[src/rtl/cache_pkg.sv]
// Shared constants and state encoding for the cache-miss fill controller.
package cache_pkg;

  localparam int WORDS_PER_BLOCK   = 8;
  localparam int BLOCK_OFFSET_BITS = 4;

  typedef enum logic {
    ST_IDLE = 1'b0,
    ST_FILL = 1'b1
  } fill_state_e;

  // Aligns a byte address down to the start of its 16-byte block.
  function automatic logic [15:0] block_base(input logic [15:0] addr);
    return {addr[15:BLOCK_OFFSET_BITS], {BLOCK_OFFSET_BITS{1'b0}}};
  endfunction

endpackage

[src/rtl/fill_counter.sv]
// 4-bit counter with synchronous clear and increment enable; clear wins.
module fill_counter (
  input  logic       clk,
  input  logic       clr,
  input  logic       inc,
  output logic [3:0] cnt_q
);

  logic [3:0] cnt_d;

  always_comb begin
    cnt_d = cnt_q;
    if (clr) begin
      cnt_d = 4'd0;
    end else if (inc) begin
      cnt_d = cnt_q + 4'd1;
    end
  end

  always_ff @(posedge clk) begin
    cnt_q <= cnt_d;
  end

endmodule

[src/rtl/cache_fill_fsm.sv]
// Cache-miss fill controller: issues eight pipelined word reads for the missing
// block, streams returned words into the data array, then writes the tag.
module cache_fill_fsm
  import cache_pkg::*;
#(
  parameter int WORDS_PER_BLOCK = 8
) (
  input  logic        clk,
  input  logic        rst,
  input  logic        miss_detected,
  input  logic [15:0] miss_address,
  output logic        fsm_busy,
  output logic        mem_en,
  output logic [15:0] memory_address,
  input  logic        memory_data_valid,
  output logic        write_data_array,
  output logic [2:0]  fill_word,
  output logic        write_tag_array
);

  localparam logic [3:0] BLOCK_WORDS = 4'(WORDS_PER_BLOCK);
  localparam logic [3:0] LAST_WORD   = 4'(WORDS_PER_BLOCK - 1);

  fill_state_e state_q, state_d;
  logic [15:0] base_q, base_d;
  logic [3:0]  issue_cnt, recv_cnt;
  logic        in_fill, issue_inc, recv_inc, fill_done, cnt_clr;
  logic [15:0] req_addr;

  always_comb begin
    in_fill   = (state_q == ST_FILL);
    issue_inc = in_fill && (issue_cnt < BLOCK_WORDS);
    recv_inc  = in_fill && memory_data_valid;
    fill_done = recv_inc && (recv_cnt == LAST_WORD);
    // Counters sit at zero outside a fill and are wiped as the last word lands.
    cnt_clr   = rst || !in_fill || fill_done;
    req_addr  = base_q + {12'd0, issue_cnt[2:0], 1'b0};

    state_d = state_q;
    base_d  = base_q;
    case (state_q)
      ST_IDLE: begin
        if (miss_detected) begin
          state_d = ST_FILL;
          base_d  = block_base(miss_address);
        end
      end
      ST_FILL: begin
        if (fill_done) begin
          state_d = ST_IDLE;
        end
      end
      default: state_d = ST_IDLE;
    endcase
  end

  always_ff @(posedge clk) begin
    if (rst) begin
      state_q <= ST_IDLE;
      base_q  <= 16'd0;
    end else begin
      state_q <= state_d;
      base_q  <= base_d;
    end
  end

  fill_counter u_issue_cnt (
    .clk   (clk),
    .clr   (cnt_clr),
    .inc   (issue_inc),
    .cnt_q (issue_cnt)
  );

  fill_counter u_recv_cnt (
    .clk   (clk),
    .clr   (cnt_clr),
    .inc   (recv_inc),
    .cnt_q (recv_cnt)
  );

  // Outputs are forced low while reset is held so a held miss cannot stall the pipe.
  always_comb begin
    fsm_busy         = !rst && (in_fill || miss_detected);
    mem_en           = !rst && issue_inc;
    memory_address   = (!rst && issue_inc) ? req_addr : 16'd0;
    write_data_array = !rst && recv_inc;
    fill_word        = (!rst && recv_inc) ? recv_cnt[2:0] : 3'd0;
    write_tag_array  = !rst && fill_done;
  end

endmodule

[config.mk]
export PLATFORM = sky130hd
export DESIGN_NAME = cache_fill_fsm
export DESIGN_NICKNAME = d
export VERILOG_FILES = /design/src/rtl/cache_pkg.sv /design/src/rtl/fill_counter.sv /design/src/rtl/cache_fill_fsm.sv
export SDC_FILE = /design/constraint.sdc
export NUM_CORES = 1
export LEC_CHECK = 0
export CORE_MARGIN = 3
export CORE_UTILIZATION = 46
export CTS_BUF_LIST = sky130_fd_sc_hd__clkbuf_8
export DETAILED_ROUTE_END_ITERATION = 8
export HOLD_SLACK_MARGIN = 0.05
export PLACE_DENSITY = 0.95
export SYNTH_ARGS = -nofsm -noshare
export SYNTH_HDL_FRONTEND = slang
export SYNTH_SLANG_ARGS = --single-unit
[constraint.sdc]
create_clock -name clk -period 3.52 [get_ports clk]
set_input_delay 0.704 -clock clk [delete_from_list [all_inputs] [get_ports clk]]
set_output_delay 0.704 -clock clk [all_outputs]
set_load 0.01 [all_outputs]
* Word-level counts from Yosys, hierarchy flattened
Cells that the tools add are included.
Widths: inputs -> output; s select.
** Storage, ports and cells
- Register bits :: 21
- Bits of input ports :: 20
- Output and inout port bits :: 23
- Logic and storage cells :: 28
** Cells by class
- Magnitude comparators :: 1
- $add $sub $neg :: 3
- Eq/ne operators :: 1
- Reduce and logical (&&, ||, !) cells :: 13
- Bitwise operators :: 1
- Multiplexer cells :: 5
** Operators with widths (count)
- $add 16x4->16 :: 1
- $mux 16 :: 1
- $add 4x1->4 const B :: 2
- $logic_and 1x1->1 :: 7
- $eq 4x3->1 const B :: 1
- $lt 4x4->1 const B :: 1
- $logic_or 1x1->1 :: 3
- $mux 3 :: 1
- $logic_not 1->1 :: 2
- $mux 1 :: 2
- $pmux 1 s2 :: 1
- $reduce_and 2->1 :: 1
- $not 1->1 :: 1

* Logic depth before layout (Yosys ltp)
Gate-level depths: netlist (run 1).
- Word-level depth :: 4
- Mapped depth :: 5
- Depth with buffers taken out :: 4

* Cells and area by module
From an unflattened synthesis (run 1), not the netlist that was laid out.
** Second synthesis, totals
- Cells, all modules :: 120
- Area, all modules :: 1007.2 sq um
** By module, submodules not included
- cache_fill_fsm :: instances 1, cells an instance 88, area each 649.4 sq um, sequential area each 260.2 sq um
- fill_counter :: instances 2, cells an instance 16, area each 178.9 sq um, sequential area each 80.1 sq um

* Worst setup path before layout (run 1)
OpenSTA, ideal clock, no wires.
- Kind :: input to output
- Start point :: input memory_data_valid
- End point :: output fill_word[0]
- Buffers on the path :: 0
- Cell stages on the path :: 3
- Required time :: 2.816 ns
- Setup slack :: 1.624 ns
- Data arrival time :: 1.192 ns
- Cell sequence :: nand2_4 > nor2_1 > and2_1
** On the way
- Cells in the longest elaborated chain, start to end :: 3
** RTL lines
- from (decl) :: line cache_fill_fsm.sv:15 : input logic memory_data_valid,
- $logic_and 1x1->1 :: line cache_fill_fsm.sv:33 : recv_inc = in_fill && memory_data_valid;
- $logic_and 1x1->1
- net write_data_array :: line cache_fill_fsm.sv:16 : output logic write_data_array,
- $mux 3 :: line cache_fill_fsm.sv:87 : fill_word = (!rst && recv_inc) ? recv_cnt[2:0] : 3'd0;
- to (decl) :: line cache_fill_fsm.sv:17 : output logic [2:0] fill_word,
The timed path passes the listed nets, and every way through them passes these cells.

* Final worst setup path (run 1)
- Start point :: input rst
- End point :: output memory_address[6]
** On the way
- Cells in the longest elaborated chain, start to end :: 3
** RTL lines
- from (decl) :: line cache_fill_fsm.sv:9 : input logic rst,
- $logic_not 1->1 :: line cache_fill_fsm.sv:85 : memory_address = (!rst && issue_inc) ? req_addr : 16'd0;
- $logic_and 1x1->1 :: line cache_fill_fsm.sv:85
- $mux 16 :: line cache_fill_fsm.sv:85
- to (decl) :: line cache_fill_fsm.sv:14 : output logic [15:0] memory_address,
No other way between the ends.

==> qor.json, run 1 <==
{
  "run_status": {
    "result_of_the_run": "finished clean"
  },
  "final_layout": {
    "synthToLayoutAreaGrowth_pct": 43.4,
    "flip_flop_and_latch_area_sq_um": 420,
    "multi_input_area_sq_um": 502,
    "n_fill_cell": 145,
    "insertedDiodeCount": 0,
    "layout.cell_area.non_filler_sq_mm": 0.00138,
    "nNetsFinal": 178,
    "layout-drive-gt1-share": 0.0452,
    "layoutNonFillerInstCount": 180
  },
  "detailed_routing": {
    "viasPerCell": 4.97,
    "final_antenna_net_count": 0,
    "num_vias": 894,
    "drt-total-wl_um": 2370,
    "detail_route.iter0.violations": 5,
    "route.detailed.wl_per_inst_um": 13.2,
    "post-route-drc-count": 0,
    "first_pass_iters": 4
  },
  "power": {
    "sequentialPowerShare": 0.537,
    "fin_total_pwr_w": 0.000472,
    "switching_power_w": 0.000115,
    "switching_share": 0.243,
    "power.share.clock": 0.332,
    "power_per_cell_area_mw_per_mm2": 342,
    "vdd_drop_max_v": 0.000270,
    "share_comb_of_total_power": 0.131,
    "cell_internal_pwr_w": 0.000357,
    "p_leak_nw": 0.536
  },
  "die": {
    "number_of_cell_rows": 15,
    "io-pin-count": 43,
    "design.core.area_sq_mm": 0.00184,
    "initial_core_util": 0.523,
    "design.die.area_sq_mm": 0.00268,
    "fp.dieH_um": 51.7,
    "die_x_um": 51.7
  },
  "timing": {
    "max-slew-margin-rel": 0.450,
    "grt_setup_unrepaired": "no",
    "setup_violations": 0,
    "fmaxAchievable_mhz": 322,
    "min_period_over_period": 0.882,
    "timing.final.hold_violations": 0,
    "clock-skew-final_ns": 0.000504,
    "holdWs_ns": 0.452,
    "finalWorstPathRequiredPeriod_ns": 3.11,
    "timing_worst_slew_pin_value_ns": 0.824,
    "fin_setup_tns_ns": 0,
    "slew_viol_final": 0
  },
  "grt": {
    "globalRouteTotalUtil": 0.196,
    "grt_start_max_net_pins": 17,
    "grt_pass1_wl_um": 3830,
    "gr-total-overflow": 0,
    "antenna_found_initial": 0,
    "vias_in_the_first_global_route": 872
  },
  "hold_path": {
    "min_delay_worst_endpoint": "base_q[10]",
    "hold_depth": 2,
    "min-delay-path-class": "reg2reg",
    "hold_start": "base_q[10]"
  },
  "synthesis": {
    "ys.flop_type": "sky130_fd_sc_hd__dfxtp_1",
    "synth.largest_area_cell": "sky130_fd_sc_hd__dfxtp_1",
    "yosys.cell_count.top_type": "sky130_fd_sc_hd__nand2_1",
    "syn-num-nets": 141,
    "asyncSetResetFlopFracSynth": 0,
    "synth_commonest_cells": "sky130_fd_sc_hd__nand2_1, sky130_fd_sc_hd__dfxtp_1, sky130_fd_sc_hd__and2_1",
    "ys_ff_latch": 21,
    "post_synth_instance_area_sq_um": 962,
    "post_synth.cell_area_avg_sq_um": 8.09,
    "synth_top_cell_area_share": 0.437,
    "synthDistinctLibCells": 25,
    "synth_sequential_area_ratio": 0.437,
    "synthesis.instances": 119,
    "number_of_enable_type_register_cells_in_the_synthesized_netlist": 0,
    "netlist_top_cells_area": "sky130_fd_sc_hd__dfxtp_1, sky130_fd_sc_hd__and2_1, sky130_fd_sc_hd__nand2_1, sky130_fd_sc_hd__a21oi_1, sky130_fd_sc_hd__nor2_1",
    "yosys_warnings": 0
  },
  "clocking": {
    "numCtsBuffers": 3,
    "clk_transition_reported_paths_ns": 0.07,
    "post_cts_hold_buffer_count": 0,
    "master_cell_of_the_clock_root_buffer": "sky130_fd_sc_hd__clkbuf_8",
    "htree_num_levels": 1,
    "cts_setup_buffers": 0,
    "ctsResizeCount": 0,
    "tritoncts": "done",
    "clock_latency_at_the_later_pin_of_the_worst_skew_pair_ns": 0.26,
    "cts_max_path_buffers": 2,
    "clkSinkCount": 21
  },
  "place": {
    "buffer_ports.inserted": 37,
    "hpwlAfterDp_um": 1740,
    "instance_count_after_placement_with_tap_cells_included": 176,
    "finalWeightedCongestion": 0.700,
    "placed_cell_area_sq_mm": 0.00134
  },
  "flow_run": {
    "maxCapViolations": 0
  },
  "setup_path": {
    "r2r_setup_slack_ns": 2.03,
    "critical_path.reg2reg.endpoint": "base_q[12]",
    "cp-end-kind": "output pin",
    "maximum_net_fanout_on_the_critical_path": 16,
    "worstPathRequired_ns": 2.82,
    "crit-reg2reg-launch": "in_fill",
    "critical_path_arrival_ns": 2.40,
    "timing_worst_setup_path_type": "in2out",
    "setup.worst_path.start_class": "input pin",
    "reg2regPathDepth": 3
  }
}
[logic make-up after synthesis]
logic type,synth area share
AOI/OAI and AO/OA,0.0949
xor gates and xnor gates,0.0364
adders and majority gates,0.0260
buffers and inverters,0.0416
DFF,0.437
muxes,0.0104
other,0.00390
and+or+nand+nor,0.350
[final cells by class]
class                   instances  share of cell area
well taps                      25              0.0227
flip-flops and latches         21               0.305
clock inverters                 1             0.00272
repair buffers                 38               0.274
inverters                       1             0.00272
multi-input cells              91               0.364
clock buffers                   3              0.0299
[worst max-delay path by stage]
stage / startpoint / endpoint / slack [ns] / cells past startpoint
floorplan: memory_data_valid / fill_word[0] / 1.62 / 3
global placement: rst / memory_address[14] / 0.45 / 4
detailed placement: rst / memory_address[13] / 0.43 / 4
CTS: rst / memory_address[12] / 0.41 / 4
global route: rst / memory_address[12] / 0.32 / 4
finish: rst / memory_address[6] / 0.41 / 4
[routing by layer]
metal	share of wire	wire length, um	GRT usage	vias to the layer above
met5	0	0	0	-
met4	0.013	30	0.0786	0
met3	0.033	79	0.0344	4
met2	0.55	1310	0.373	22
met1	0.40	951	0.211	419
li1	-	-	-	449
[flip-flops by register name, indices dropped and copies added, names as in the netlist]
name,flops
u_recv_cnt.cnt_q,4
base_q,12
u_issue_cnt.cnt_q,4
in_fill,1
[critical path: stages]
cell                              delay (ns)
sky130_fd_sc_hd__clkdlybuf4s50_1        0.60
sky130_fd_sc_hd__nor2_4                 0.35
sky130_fd_sc_hd__and2_1                 0.20
sky130_fd_sc_hd__clkdlybuf4s50_1        0.54
[placed cells by master (no fill, tap or decap)]
cell type / netlist / layout
sky130_fd_sc_hd__a21boi_0: 1 / 1
sky130_fd_sc_hd__a21oi_1: 14 / 14
sky130_fd_sc_hd__a41oi_1: 1 / 1
sky130_fd_sc_hd__and2_1: 18 / 18
sky130_fd_sc_hd__buf_4: 3 / 1
sky130_fd_sc_hd__clkbuf_8: 0 / 3
sky130_fd_sc_hd__clkdlybuf4s50_1: 0 / 37
sky130_fd_sc_hd__conb_1: 1 / 1
sky130_fd_sc_hd__dfxtp_1: 21 / 21
sky130_fd_sc_hd__ha_1: 2 / 2
sky130_fd_sc_hd__inv_1: 1 / 2
sky130_fd_sc_hd__mux2i_1: 1 / 1
sky130_fd_sc_hd__nand2_1: 26 / 26
sky130_fd_sc_hd__nand2_4: 1 / 1
sky130_fd_sc_hd__nand2b_1: 3 / 3
sky130_fd_sc_hd__nand2b_2: 1 / 1
sky130_fd_sc_hd__nand3_1: 2 / 2
sky130_fd_sc_hd__nand3b_1: 1 / 1
sky130_fd_sc_hd__nand4b_1: 1 / 1
sky130_fd_sc_hd__nor2_1: 10 / 10
sky130_fd_sc_hd__nor2_4: 1 / 1
sky130_fd_sc_hd__nor2b_1: 1 / 1
sky130_fd_sc_hd__o21ai_0: 1 / 1
sky130_fd_sc_hd__or3_1: 1 / 1
sky130_fd_sc_hd__xor2_1: 4 / 4
[metrics by stage]
| step | util | setup WS [ns] |
|---|---|---|
| after detailed placement | 0.726 | 0.434 |
| after CTS | 0.750 | 0.409 |
| after floorplan | - | 1.62 |
| final | 0.750 | 0.414 |
| after global placement | 0.726 | 0.449 |
| after global routing | 0.750 | 0.321 |
[power groups by stage]
stage / clock [W] / combinational [W] / sequential, W
after global routing: 0.000172 / 0.0000671 / 0.000255
after detailed placement: 0 / 0.0000610 / 0.000259
final: 0.000157 / 0.0000616 / 0.000253
after floorplan: 0 / 0.0000340 / 0.000255
after CTS: 0.000160 / 0.0000621 / 0.000254
after global placement: 0 / 0.0000589 / 0.000258
Note: power is estimated with default switching activity, not from simulation.
==> run 2: changes to the inputs <==
Settings changed: CORE_MARGIN 3 to not set, GPL_ROUTABILITY_DRIVEN set to 0, PLACE_DENSITY 0.95 to 0.83.
==> run 2 against run 1 <==
Net effect: routed wire length down 16%; largest power group unchanged; first-iteration DRC count increased by 60%; total power down 1.4%; flip-flop and latch count stayed put; largest cell class unchanged; combinational power decreased by 1%; sequential share of layout area fell by 0.083 points; clock-buffer cell count unchanged; non-clock buffer count is the same; cell area is 0.27% higher; final cell count grew 1.1%.
==> qor.json, run 2 (synthesized netlist as in run 1, its figures left out) <==
{
  "run_status": {
    "result_of_the_run": "finished clean"
  },
  "clocking": {
    "tritoncts": "done",
    "clock_latency_at_the_later_pin_of_the_worst_skew_pair_ns": 0.25,
    "clkSinkCount": 21,
    "cts_max_path_buffers": 2,
    "master_cell_of_the_clock_root_buffer": "sky130_fd_sc_hd__clkbuf_8",
    "ctsResizeCount": 0,
    "numCtsBuffers": 3,
    "htree_num_levels": 1,
    "post_cts_hold_buffer_count": 0,
    "cts_setup_buffers": 0,
    "clk_transition_reported_paths_ns": 0.07
  },
  "power": {
    "cell_internal_pwr_w": 0.000358,
    "vdd_drop_max_v": 0.000231,
    "p_leak_nw": 0.535,
    "share_comb_of_total_power": 0.131,
    "power.share.clock": 0.325,
    "fin_total_pwr_w": 0.000465,
    "switching_power_w": 0.000107,
    "power_per_cell_area_mw_per_mm2": 336,
    "switching_share": 0.231,
    "sequentialPowerShare": 0.545
  },
  "hold_path": {
    "hold_start": "base_q[13]",
    "min-delay-path-class": "reg2reg",
    "hold_depth": 2,
    "min_delay_worst_endpoint": "base_q[13]"
  },
  "timing": {
    "clock-skew-final_ns": 0.00499,
    "setup_violations": 0,
    "fin_setup_tns_ns": 0,
    "timing.final.hold_violations": 0,
    "timing_worst_slew_pin_value_ns": 0.778,
    "finalWorstPathRequiredPeriod_ns": 3.09,
    "grt_setup_unrepaired": "no",
    "fmaxAchievable_mhz": 324,
    "min_period_over_period": 0.877,
    "max-slew-margin-rel": 0.480,
    "slew_viol_final": 0
  },
  "grt": {
    "gr-total-overflow": 0,
    "grt_pass1_wl_um": 2920,
    "globalRoute.busiestLayer": "met2",
    "grt.met3_usage": 0.0340,
    "vias_in_the_first_global_route": 709,
    "globalRouteMet2Util": 0.316,
    "antenna_found_initial": 0,
    "met1_usage": 0.222,
    "globalRouteTotalUtil": 0.182,
    "grt_start_max_net_pins": 17
  },
  "setup_path": {
    "cp-end-kind": "output pin",
    "maximum_net_fanout_on_the_critical_path": 16,
    "setup.worst_path.start_class": "input pin",
    "crit-reg2reg-launch": "in_fill",
    "critical_path.reg2reg.endpoint": "base_q[7]",
    "worstPathRequired_ns": 2.82,
    "reg2regPathDepth": 3,
    "r2r_setup_slack_ns": 2.08,
    "timing_worst_setup_path_type": "in2out",
    "critical_path_arrival_ns": 2.38
  },
  "die": {
    "io-pin-count": 43,
    "fp.dieH_um": 47.7,
    "die_x_um": 47.7,
    "design.die.area_sq_mm": 0.00228,
    "initial_core_util": 0.490,
    "design.core.area_sq_mm": 0.00196,
    "number_of_cell_rows": 16
  },
  "final_layout": {
    "layout-drive-gt1-share": 0.0516,
    "largest_register_ff_count": 12,
    "largestRegisters": "base_q x12, u_issue_cnt.cnt_q x4, u_recv_cnt.cnt_q x4",
    "layout_common_cells": "sky130_fd_sc_hd__clkdlybuf4s50_1, sky130_fd_sc_hd__nand2_1, sky130_fd_sc_hd__dfxtp_1",
    "top_register": "base_q",
    "nNetsFinal": 178,
    "synthToLayoutAreaGrowth_pct": 43.8,
    "most_common_cell_after_layout_fill_and_taps_aside": "sky130_fd_sc_hd__clkdlybuf4s50_1",
    "insertedDiodeCount": 0
  },
  "detailed_routing": {
    "first_pass_iters": 2,
    "route.detailed.wl_per_inst_um": 10.9,
    "final_antenna_net_count": 0,
    "num_vias": 865,
    "post-route-drc-count": 0,
    "drt-total-wl_um": 1980,
    "detail_route.iter0.violations": 8,
    "viasPerCell": 4.75
  },
  "place": {
    "buffer_ports.inserted": 37,
    "hpwlAfterDp_um": 1490
  },
  "flow_run": {
    "maxCapViolations": 0
  }
}
-- run 2: metrics by stage --
| step | std cells | worst slack, ns | cell area (sq um) | utilization | hold slack [ns] |
|---|---|---|---|---|---|
| after CTS | 182 | 0.411 | 1380 | 0.705 | 0.456 |
| after detailed placement | 178 | 0.417 | 1340 | 0.682 | 0.444 |
| after global routing | 182 | 0.304 | 1380 | 0.705 | 0.479 |
| after floorplan | 119 | 1.62 | 962 | - | 0.426 |
| final | 182 | 0.432 | 1380 | 0.705 | 0.455 |
| after global placement | 178 | 0.455 | 1340 | 0.682 | 0.436 |
-- run 2: power groups by stage --
stage | sequential [W] | clock [W] | combinational [W]
floorplan | 0.000255 | 0 | 0.0000340
global placement | 0.000258 | 0 | 0.0000596
detailed placement | 0.000259 | 0 | 0.0000608
CTS | 0.000253 | 0.000154 | 0.0000615
global route | 0.000255 | 0.000162 | 0.0000676
finish | 0.000253 | 0.000151 | 0.0000607
-- run 2: how the worst max path moves through the flow --
stage / start / end / slack [ns]
floorplan: memory_data_valid / fill_word[0] / 1.62
global placement: rst / memory_address[5] / 0.46
detailed placement: rst / memory_address[4] / 0.42
CTS: rst / memory_address[4] / 0.41
global route: rst / memory_address[4] / 0.30
finish: rst / memory_address[7] / 0.43
-- run 2: routing by layer --
| metal | up-vias | wire [um] |
|---|---|---|
| met1 | 390 | 916 |
| met4 | 0 | 0 |
| met2 | 25 | 961 |
| met5 | - | 0 |
| met3 | 0 | 106 |
| li1 | 450 | - |
-- run 2: worst max-delay path, stage by stage --
cell                              delay [ns]
sky130_fd_sc_hd__clkdlybuf4s50_1        0.60
sky130_fd_sc_hd__nor2_4                 0.35
sky130_fd_sc_hd__and2_1                 0.19
sky130_fd_sc_hd__clkdlybuf4s50_1        0.53
-- run 2: cell type report --
| cell class | count | area [sq um] |
|---|---|---|
| clock buffers | 3 | 41.3 |
| clock inverters | 1 | 5.00 |
| fillers | 183 | 578 |
| inverters | 1 | 3.75 |
| multi-input cells | 91 | 502 |
| flip-flops and latches | 21 | 420 |
| well taps | 27 | 33.8 |
| repair buffers | 38 | 378 |
==> run 3: changes to the inputs <==
Settings changed: ABC_CLOCK_PERIOD_IN_PS set to 3520.
==> results of run 3 <==
Same layout as run 2: the final DEF is identical, and so are final timing and power.
